`src/rtl/prog_loader_pkg.sv`:
```
// Shared types and width helpers for the CLB row configuration loader.
package prog_pkg;

  typedef enum logic [1:0] {
    StIdle,
    StWaitWord,
    StShift,
    StDone
  } prog_state_t;

  localparam int unsigned DefaultWordW = 32;

  // Width of a counter that must hold values 0 .. n-1 (never narrower than one bit).
  function automatic int unsigned cnt_w(input int unsigned n);
    return (n < 2) ? 1 : $clog2(n);
  endfunction

  localparam int unsigned DefaultIdxW = cnt_w(DefaultWordW);

endpackage

```
`src/rtl/prog_loader_if.sv`:
```
// Host-to-loader configuration word stream (valid/ready).
interface prog_loader_if
  import prog_pkg::*;
#(
  parameter int unsigned WORD_W = DefaultWordW
) ();

  logic [WORD_W-1:0] wr_data;
  logic              wr_valid;
  logic              wr_ready;

  modport master (output wr_data, output wr_valid, input wr_ready);
  modport slave (input wr_data, input wr_valid, output wr_ready);

endinterface

```
`src/rtl/prog_readback_capture.sv`:
```
// Collects bits leaving the chain tail into host-width readback words; built only when
// PROG_READBACK_EN is defined.
module prog_readback_capture
  import prog_pkg::*;
#(
  parameter int unsigned WORD_W = DefaultWordW
) (
  input  logic              i_clk,
  input  logic              i_rst_n,
  input  logic              i_shift_en,
  input  logic              i_bit,
  input  logic              i_flush,
  input  logic              i_clear,
  output logic [WORD_W-1:0] o_rb_data,
  output logic              o_rb_valid
);

  localparam int unsigned IdxW = cnt_w(WORD_W);
  localparam logic [IdxW-1:0] LastIdx = IdxW'(WORD_W - 1);

  logic [WORD_W-1:0] r_shreg;
  logic [IdxW-1:0]   r_cnt;
  logic [WORD_W-1:0] r_rb_data;
  logic              r_rb_valid;
  logic [WORD_W-1:0] w_shreg_nxt;
  logic [IdxW:0]     w_pad;

  assign w_shreg_nxt = {r_shreg[WORD_W-2:0], i_bit};
  // Left-align a partial word: the captured bits sit in the low r_cnt positions.
  assign w_pad       = (IdxW + 1)'(WORD_W) - {1'b0, r_cnt};

  always_ff @(posedge i_clk or negedge i_rst_n) begin
    if (!i_rst_n) begin
      r_shreg    <= '0;
      r_cnt      <= '0;
      r_rb_data  <= '0;
      r_rb_valid <= 1'b0;
    end else begin
      r_rb_valid <= 1'b0;
      if (i_clear) begin
        r_shreg <= '0;
        r_cnt   <= '0;
      end else if (i_shift_en) begin
        r_shreg <= w_shreg_nxt;
        if (r_cnt == LastIdx) begin
          r_cnt      <= '0;
          r_rb_data  <= w_shreg_nxt;
          r_rb_valid <= 1'b1;
        end else begin
          r_cnt <= r_cnt + 1'b1;
        end
      end else if (i_flush && (r_cnt != '0)) begin
        r_rb_data  <= r_shreg << w_pad;
        r_rb_valid <= 1'b1;
        r_cnt      <= '0;
        r_shreg    <= '0;
      end
    end
  end

  assign o_rb_data  = r_rb_data;
  assign o_rb_valid = r_rb_valid;

endmodule

```
`src/rtl/prog_loader.sv`:
```
// Serializes host configuration words MSB-first onto a CLB row scan chain.
// Optional readback capture of the chain tail is enabled by defining PROG_READBACK_EN.
module prog_loader
  import prog_pkg::*;
#(
  parameter int unsigned CHAIN_LEN = 512,
  parameter int unsigned WORD_W    = DefaultWordW
) (
  input  logic              i_prog_clk,
  input  logic              i_prog_rst_n,
  input  logic              i_cfg_start,
  input  logic              i_cfg_abort,
  prog_loader_if.slave      io_wr,
  output logic              o_chain_prog_in,
  output logic              o_chain_prog_en,
  input  logic              i_chain_prog_out,
  output logic              o_busy,
  output logic              o_done,
  output logic              o_aborted,
  output logic [WORD_W-1:0] o_rb_data,
  output logic              o_rb_valid
);

  localparam int unsigned CntW = cnt_w(CHAIN_LEN + 1);
  localparam int unsigned IdxW = cnt_w(WORD_W);
  localparam logic [CntW-1:0] LastBit = CntW'(CHAIN_LEN - 1);
  localparam logic [IdxW-1:0] LastIdx = IdxW'(WORD_W - 1);

  prog_state_t       r_state;
  logic [WORD_W-1:0] r_sreg;
  logic [CntW-1:0]   r_cnt;
  logic [IdxW-1:0]   r_idx;
  logic              r_wr_ready;
  logic              r_prog_in;
  logic              r_prog_en;
  logic              r_busy;
  logic              r_done;
  logic              r_aborted;

  logic              w_hs;
  logic [CntW-1:0]   w_cnt_nxt;
  logic [IdxW-1:0]   w_idx_nxt;

  assign w_hs      = io_wr.wr_valid & r_wr_ready;
  assign w_cnt_nxt = r_cnt + 1'b1;
  assign w_idx_nxt = r_idx + 1'b1;

  always_ff @(posedge i_prog_clk or negedge i_prog_rst_n) begin
    if (!i_prog_rst_n) begin
      r_state    <= StIdle;
      r_sreg     <= '0;
      r_cnt      <= '0;
      r_idx      <= '0;
      r_wr_ready <= 1'b0;
      r_prog_in  <= 1'b0;
      r_prog_en  <= 1'b0;
      r_busy     <= 1'b0;
      r_done     <= 1'b0;
      r_aborted  <= 1'b0;
    end else begin
      r_done <= 1'b0;
      if (i_cfg_abort) begin
        // Abort outranks everything; in IDLE it only suppresses a coincident start.
        if (r_state != StIdle) begin
          r_state    <= StIdle;
          r_prog_en  <= 1'b0;
          r_wr_ready <= 1'b0;
          r_busy     <= 1'b0;
          r_aborted  <= 1'b1;
        end
      end else begin
        unique case (r_state)
          StIdle: begin
            if (i_cfg_start) begin
              r_cnt      <= '0;
              r_aborted  <= 1'b0;
              r_state    <= StWaitWord;
              r_busy     <= 1'b1;
              r_wr_ready <= 1'b1;
            end
          end
          StWaitWord: begin
            if (w_hs) begin
              r_sreg     <= io_wr.wr_data;
              r_prog_in  <= io_wr.wr_data[WORD_W-1];
              r_idx      <= '0;
              r_state    <= StShift;
              r_prog_en  <= 1'b1;
              r_wr_ready <= 1'b0;
            end
          end
          StShift: begin
            r_cnt <= w_cnt_nxt;
            if (r_cnt == LastBit) begin
              r_state    <= StDone;
              r_prog_en  <= 1'b0;
              r_wr_ready <= 1'b0;
              r_done     <= 1'b1;
            end else if (r_idx == LastIdx) begin
              if (w_hs) begin
                r_sreg     <= io_wr.wr_data;
                r_prog_in  <= io_wr.wr_data[WORD_W-1];
                r_idx      <= '0;
                r_wr_ready <= 1'b0;
              end else begin
                r_state    <= StWaitWord;
                r_prog_en  <= 1'b0;
                r_wr_ready <= 1'b1;
              end
            end else begin
              r_sreg     <= r_sreg << 1;
              r_prog_in  <= r_sreg[WORD_W-2];
              r_idx      <= w_idx_nxt;
              // Open the window one cycle early so the next word lands with no bubble.
              r_wr_ready <= (w_idx_nxt == LastIdx) && (w_cnt_nxt != LastBit);
            end
          end
          StDone: begin
            r_state <= StIdle;
            r_busy  <= 1'b0;
          end
          default: r_state <= StIdle;
        endcase
      end
    end
  end

  assign io_wr.wr_ready  = r_wr_ready;
  assign o_chain_prog_in = r_prog_in;
  assign o_chain_prog_en = r_prog_en;
  assign o_busy          = r_busy;
  assign o_done          = r_done;
  assign o_aborted       = r_aborted;

`ifdef PROG_READBACK_EN
  logic w_rb_clear;
  assign w_rb_clear = i_cfg_abort | (r_state == StIdle);

  prog_readback_capture #(
    .WORD_W (WORD_W)
  ) u_readback (
    .i_clk      (i_prog_clk),
    .i_rst_n    (i_prog_rst_n),
    .i_shift_en (r_prog_en),
    .i_bit      (i_chain_prog_out),
    .i_flush    (r_done),
    .i_clear    (w_rb_clear),
    .o_rb_data  (o_rb_data),
    .o_rb_valid (o_rb_valid)
  );
`else
  logic w_unused_tail;
  assign w_unused_tail = i_chain_prog_out;
  assign o_rb_data     = '0;
  assign o_rb_valid    = 1'b0;
`endif

endmodule

```
`src/flat_wrapper.sv`:
```
// flat-port wrapper written by rule: the top's interface ports become plain ports
module prog_loader_flat import prog_pkg::*;
#(
  parameter int unsigned CHAIN_LEN = 512,
  parameter int unsigned WORD_W    = DefaultWordW
)
  (i_prog_clk, i_prog_rst_n, i_cfg_start, i_cfg_abort, o_chain_prog_in, o_chain_prog_en, i_chain_prog_out, o_busy, o_done, o_aborted, o_rb_data, o_rb_valid, io_wr_wr_data, io_wr_wr_valid, io_wr_wr_ready);
  prog_loader_if #(.WORD_W(WORD_W)) io_wr_i ();
  input  logic i_prog_clk;
  input  logic i_prog_rst_n;
  input  logic i_cfg_start;
  input  logic i_cfg_abort;
  output logic o_chain_prog_in;
  output logic o_chain_prog_en;
  input  logic i_chain_prog_out;
  output logic o_busy;
  output logic o_done;
  output logic o_aborted;
  output logic [WORD_W-1:0] o_rb_data;
  output logic o_rb_valid;
  input wire logic [$bits(io_wr_i.wr_data)-1:0] io_wr_wr_data;
  input wire logic [$bits(io_wr_i.wr_valid)-1:0] io_wr_wr_valid;
  output wire logic [$bits(io_wr_i.wr_ready)-1:0] io_wr_wr_ready;
  assign io_wr_i.wr_data = io_wr_wr_data;
  assign io_wr_i.wr_valid = io_wr_wr_valid;
  assign io_wr_wr_ready = io_wr_i.wr_ready;
  prog_loader #(.CHAIN_LEN(CHAIN_LEN), .WORD_W(WORD_W)) u_core (.i_prog_clk(i_prog_clk), .i_prog_rst_n(i_prog_rst_n), .i_cfg_start(i_cfg_start), .i_cfg_abort(i_cfg_abort), .io_wr(io_wr_i), .o_chain_prog_in(o_chain_prog_in), .o_chain_prog_en(o_chain_prog_en), .i_chain_prog_out(i_chain_prog_out), .o_busy(o_busy), .o_done(o_done), .o_aborted(o_aborted), .o_rb_data(o_rb_data), .o_rb_valid(o_rb_valid));
endmodule
```
`config.mk`:
```
export PLATFORM = sky130hd
export DESIGN_NAME = prog_loader_flat
export DESIGN_NICKNAME = d
export VERILOG_FILES = /design/src/rtl/prog_loader_pkg.sv /design/src/rtl/prog_loader_if.sv /design/src/rtl/prog_readback_capture.sv /design/src/rtl/prog_loader.sv /design/src/flat_wrapper.sv
export SDC_FILE = /design/constraint.sdc
export NUM_CORES = 1
export LEC_CHECK = 0
export BUFFER_PORTS_ARGS = -buffer_cell sky130_fd_sc_hd__buf_2
export CAP_MARGIN = 10
export CORE_MARGIN = 8
export CORE_UTILIZATION = 55
export CTS_BUF_LIST = sky130_fd_sc_hd__clkbuf_4
export DETAILED_ROUTE_END_ITERATION = 8
export PLACE_DENSITY_LB_ADDON = 0.12
export SYNTH_ARGS = -nofsm -noshare
export SYNTH_HDL_FRONTEND = slang
export SYNTH_SLANG_ARGS = --single-unit
```
`constraint.sdc`:
```
create_clock -name i_prog_clk -period 2.95 [get_ports i_prog_clk]
set_clock_uncertainty 0.05 [all_clocks]
set_input_delay 0.59 -clock i_prog_clk [delete_from_list [all_inputs] [get_ports i_prog_clk]]
set_output_delay 0.59 -clock i_prog_clk [all_outputs]
set_load 0.005 [all_outputs]
```
### Yosys cells after proc, flatten, opt, wreduce, memory -nomap -nowiden

Cells that the tools add are included.

* flip-flop bits (word level): 55
* input bits: 38
* output and inout bits: 39
* logic and storage cells: 90

* add/subtract/negate cells: 2
* eq/ne operators: 14
* muxes and demuxes: 45
* bitwise operators: 2
* reduce and logical (&&, ||, !) cells: 17

Operator list (number)
* $mux 32: 3
* $pmux 32 s2: 1
* $mux 1: 23
* $pmux 10 s2: 1
* $mux 5: 3
* $mux 2: 7
* $reduce_and 3->1: 4
* $add 10x1->10 const B: 1
* $eq 10x9->1 const B: 1
* $eq 5x5->1 const B: 2
* $mux 10: 1
* $ne 10x9->1 const B: 1
* $pmux 5 s2: 1
* $reduce_and 5->1: 2
* $reduce_bool 2->1: 5
* $pmux 2 s4: 1
* $pmux 1 s2: 3
* $reduce_bool 3->1: 2
* $add 5x1->5 const B: 1
* $eq 2x2->1 const B: 2
* $ne 2x2->1 const B: 2
* $ne 4x2->1 const B: 1
* $ne 4x4->1 const B: 1
* $reduce_and 4->1: 1
* 10 further kinds: 10

### Depth between registers and ports, before layout

* depth after elaboration: 7
* depth in mapped cells: 9
* mapped depth without buffers: 9

### Least setup slack after synthesis

OpenSTA, ideal clock, no wires.

* path type: input port to flip-flop
* start: in i_cfg_abort
* end: reg u_core.r_wr_ready (netlist: u_core.io_wr.wr_ready)
* setup time: 132 ps
* arrival: 2281 ps
* data required time: 2768 ps
* slack: 487 ps
* stages on the path: 8
* path buffers: 1
* cell sequence: clkbuf_1 inv_1 ha_1 nor2b_1 a2111oi_0 mux2i_1 o21a_1 a31oi_1

* word-level cells in the longest chain between the ends: 2
* elaborated cells between the ends (all ways): 6
* those cells by class: 3 x eq/ne; 1 x mux; 2 x reduce/logical

RTL lines
* start: declaration: line flat_wrapper.sv:12 `input logic i_cfg_abort;`
* $ne 3x2->1 (no source line), or another cell as far along
* $reduce_and 4->1 (no source line)
* end signal: assignment: line prog_loader.sv:115 `r_wr_ready <= (w_idx_nxt == LastIdx) && (w_cnt_nxt != LastBit);`
* end: declaration: line prog_loader.sv:33 `logic r_wr_ready;`

Several ways; a longest one is shown, not always the timed one.
A chain may end at the register's enable or synchronous reset.

### Final worst setup path

* start: reg u_core.r_cnt[0]
* end: reg u_core.r_state[1]

* word-level cells in the longest chain between the ends: 4
* elaborated cells between the ends (all ways): 7
* those cells by class: 3 x eq/ne; 3 x mux; 1 x reduce/logical

RTL lines
* start: declaration: line prog_loader.sv:31 `logic [CntW-1:0] r_cnt;`
* start signal: assignment: line prog_loader.sv:93 `r_cnt <= w_cnt_nxt;`
* $eq 10x9->1 (*): line prog_loader.sv:94 `if (r_cnt == LastBit) begin`
* $mux 2: line prog_loader.sv:94
* $pmux 2 s4: line prog_loader.sv:72 `unique case (r_state)`
* $mux 2: line prog_loader.sv:62 `if (i_cfg_abort) begin`
* end signal: assignment: line prog_loader.sv:65 `r_state <= StIdle;`
* end signal: assignment: line prog_loader.sv:77 `r_state <= StWaitWord;`
* end signal: assignment: line prog_loader.sv:95 `r_state <= StDone;`
* end: declaration: line prog_loader.sv:29 `prog_state_t r_state;`

Every way passes the cells marked *; elsewhere a longest branch is shown, timed or not.

==> results <==
- The repair_antennas step left the layout with diodes totalling 0.
- In the final layout, the multi-input gates occupy 1540 sq um.
- The commonest cells after synthesis are sky130_fd_sc_hd__dfrtp_1, sky130_fd_sc_hd__a22o_1, sky130_fd_sc_hd__a21o_1, sky130_fd_sc_hd__buf_4, sky130_fd_sc_hd__nand2_1.
- The initial antenna violation count was 0.
- The sequential cells in the finished layout cover a total of 1350 sq um.
- The count of nets left with antenna violations once routing finished came out at 0.
- Across the VDD grid, the largest voltage drop is 0.000465 V.
- The count of buffers added on input and output ports is 42.
- The count of flip-flops with a built-in enable after synthesis is 0.
- The largest stage delay on the critical path is 0.52 ns.
- The number of setup violations in the final report is 0.
- The remaining global-route overflow is 0.
- The summed instance area of the synthesized netlist is around 3100 sq um.
- After routing the design area is 3360 sq um.
- The starting utilization of the core area is about 57%.
- The critical path goes through ha_1 -> nand2_1 -> or4_1 -> a22o_1 -> or4_1 -> o21ai_1.
- Yosys attributes the largest share of cell area to sky130_fd_sc_hd__dfrtp_1, sky130_fd_sc_hd__a22o_1, sky130_fd_sc_hd__a21o_1.
- The number of iterations in the first detailed-routing pass is 4.
- The category of the worst setup path launch point is a register.
- The slowest stage of the critical path belongs to the cell sky130_fd_sc_hd__or4_1.
- The actual transition at the worst max-transition pin is between 1 and 1.5 ns.
- Setup repair after global routing left no endpoint under its margin.
- The DRC violation count after routing is 0.
- The leakage power is 1.82 nW.
- The die area is around 8300 sq um.
- Once the clock tree was built, the resizer swapped 0 gates to a different size.
- The total global routing track utilization is roughly 15%.
- The kind of critical path is register to register.
- In this run the count of I/O pins placed on the die edge is between 70 and 80.
- The HPWL after detailed placement is around 4600 microns.
- In this run the vertical extent of the chip is about 90 microns.
- The final layout contains approximately 400 nets.
- Counting buffers and inverters, the worst setup path is 6 cells deep.
- For the worst-skew pair, the clock arrives at the later sink with an insertion delay of 0.38 ns.
- The deepest clock path buffer count is 2.
- The worst register-to-register path has a depth of 6.
- The internal power of the cells totals approximately 1.7 mW.
- After layout, the worst path uses a little over four fifths of the clock period.
- The dominant cell type by count on the critical path is sky130_fd_sc_hd__or4_1.
- Per report_power, the combinational group accounts for about 38% of the total.
- The DRC marker count from the first detailed-route iteration is 139.
- The via count of the first global-routing pass is between 2,000 and 2,500.
- The worst setup path is captured at a register.
- The area growth from synthesis to layout is 8.00%.
- The critical path data required time is between 3 and 4 ns.
- TritonCTS built the clock tree.
- sky130_fd_sc_hd__dfrtp_1 is the most common cell in the netlist.
- The switching power summed over all nets is about 0.89 mW.
- The number of buffer and inverter instances along the worst setup path is 0.
- The data arrival time of the critical path is about 2.7 ns.
- Routability-driven placement finished with a final weighted congestion of 0.867.
- Once placement finished, the instance area stood at 3270 sq um.
- Including well taps, the total number of placed cells is between 400 and 500.
- The top flip-flop cell by instance count after synthesis is sky130_fd_sc_hd__dfrtp_1.
- The first global-routing pass estimated approximately 11,000 microns of wire.
- The hold violation total from the final report came to 0.
- The number of clock buffers inserted by TritonCTS is 5.
- Of all flip-flops after synthesis, the portion carrying an async set or reset was 100%.
- The non-filler instance count after layout is between 400 and 500.
- Counting every sink on the clock net gives 54.
- The via density per instance is approximately 5.5.
- The flow ran to the end, and the final reports show no timing, DRC or antenna violations.
- The share of final-layout standard cells stronger than drive strength 1 is ~18%.
- Counting distinct cell types in the post-synthesis netlist gives between 40 and 50.
- The number of instances in the synthesized netlist is around 310.
- The power density over cell area is between 700 and 800 nW/um^2.
- The path class of the tightest hold or removal check is input pin to async pin.
- The post-CTS setup buffer count is 0.
- The total area inside the core boundary comes to ~5500 sq um.
- The standard-cell row count is 27.
- Clock tree synthesis selected as its root buffer the cell sky130_fd_sc_hd__clkbuf_4.
- The average instance in the mapped netlist occupies 9.94 sq um.
- The number of synthesis warnings is 0.
- The count of pins over their slew limit is 0.
- The aggregate negative setup slack is 0 ns.
- The number of H-tree levels is 2.
- The post-route minimum period is 2.47 ns.
- The flip-flop and latch count after synthesis is 54.
- Per report_power, the sequential group accounts for a little under half of the total.
- The share of the synthesized area in the top cell type is 43.4%.
- The count of hold buffers inserted by post-cts repair is 0.
- The maximum number of pins on one net before global-route repair is 39.
- The routed layout has around 2,300 vias.
- The maximum operating frequency is 405 MHz.
- The floorplan step set the die width to between 90 and 100 microns.
- The filler cell count in the final layout is 473.
- For this block, the routed nets add up to 6380 microns of wire.
- The top cell family by delay on the critical path is simple AND/OR/NAND/NOR gates.
- The clock input transition at the sequential cells of the worst setup and hold paths is approximately 0.16 ns.
- The switching part of the total power is around a third.
- The library cell with the largest summed area after synthesis is sky130_fd_sc_hd__dfrtp_1.
- The tool flagged a number of max-cap violations equal to 0.
- The clock network is responsible for between 10% and 20% of the overall power.
- The sequential element share of the synthesized area is between 40% and 50%.
- In the final routed layout, each cell accounts on average for roughly 15 microns.
- The critical-path maximum fanout is 8.
- The headroom to the max-slew limit is 24.7%.
[layout by cell type (no fill, tap or decap), drive strengths merged, types with 10 or more instances in the layout]
master / n
a21o: 33
a21oi: 10
a22o: 36
buf: 48
conb: 33
dfrtp: 54
ha: 12
inv: 12
nand2: 20
nor2: 13
o21ai: 19
[state kept, by name, summed over array words and instances, names as in the netlist]
| signal | flops |
|---|---|
| u_core.o_done | 1 |
| u_core.o_busy | 1 |
| u_core.o_aborted | 1 |
| u_core.r_sreg | 31 |
| u_core.r_state | 2 |
| u_core.io_wr.wr_ready | 1 |
| u_core.o_chain_prog_in | 1 |
| u_core.r_idx | 5 |
| u_core.r_cnt | 10 |
| u_core.o_chain_prog_en | 1 |
[power by group through the flow]
stage                     sequential [mW]  combinational [mW]  clock [mW]
after floorplan                      1.14               0.779           0
after global placement               1.17               0.949           0
after detailed placement             1.18               0.968           0
after CTS                            1.16               0.977       0.448
after global routing                 1.19                1.10       0.475
final                                1.16               0.968       0.436
[final timing paths]
check                                        startpoint                             to  slack, ns
setup / recovery            u_core.r_cnt[0]$_DFFE_PN0P_  u_core.r_state[1]$_DFFE_PN0P_       0.48
hold / removal                             i_prog_rst_n    u_core.r_cnt[6]$_DFFE_PN0P_       0.17
setup reg to reg            u_core.r_cnt[0]$_DFFE_PN0P_  u_core.r_state[1]$_DFFE_PN0P_       0.48
hold reg to reg            u_core.o_aborted$_DFFE_PN0P_   u_core.o_aborted$_DFFE_PN0P_       0.47
max in group asynchronous                  i_prog_rst_n    u_core.r_idx[1]$_DFFE_PN0P_       2.04
min in group i_prog_clk               io_wr_wr_data[20]  u_core.r_sreg[20]$_DFFE_PN0P_       0.34
[area by class of cell]
type	count	share of cell area [%]
multi-input combinational	233	45.8
sequential	54	40.2
timing repair buffer	48	7.60
tap	72	2.68
clock inverter	3	1.42
clock buffer	5	1.12
inverter	10	1.12
[per-stage QoR]
step / util (%) / power, mW / hold WS, ns / setup slack (ns)
floorplan: - / 1.92 / 0.244 / 0.487
global route: 61.4 / 2.77 / 0.196 / 0.269
finish: 61.4 / 2.57 / 0.166 / 0.484
global placement: 59.8 / 2.12 / 0.424 / 0.479
detailed placement: 59.8 / 2.15 / 0.436 / 0.402
CTS: 61.4 / 2.59 / 0.185 / 0.475
[logic make-up (layout without fill, tap and decap cells)]
kind of cell | Yosys count | after routing | share of synthesized area [%]
other | 1 | 33 | 0.121
multiplexers | 3 | 3 | 0.965
buffers and inverters | 58 | 66 | 11.2
AND/OR/NAND/NOR | 65 | 65 | 10.9
XOR/XNOR | 5 | 5 | 1.41
flip-flops | 54 | 54 | 43.4
AO/OA/AOI/OAI | 115 | 115 | 27.1
adder cells (fa/ha/maj) | 12 | 12 | 4.83
[per-layer routing]
layer  part of all wire [%]  track usage (%)  vias up
met1                     46             18.7     1109
met3                    6.3             5.27        6
met2                     47             25.3       62
met4                   0.92             4.09        0
li1                       -                -     1147
met5                      0                0        -
Power figures use the tool's default switching activity.
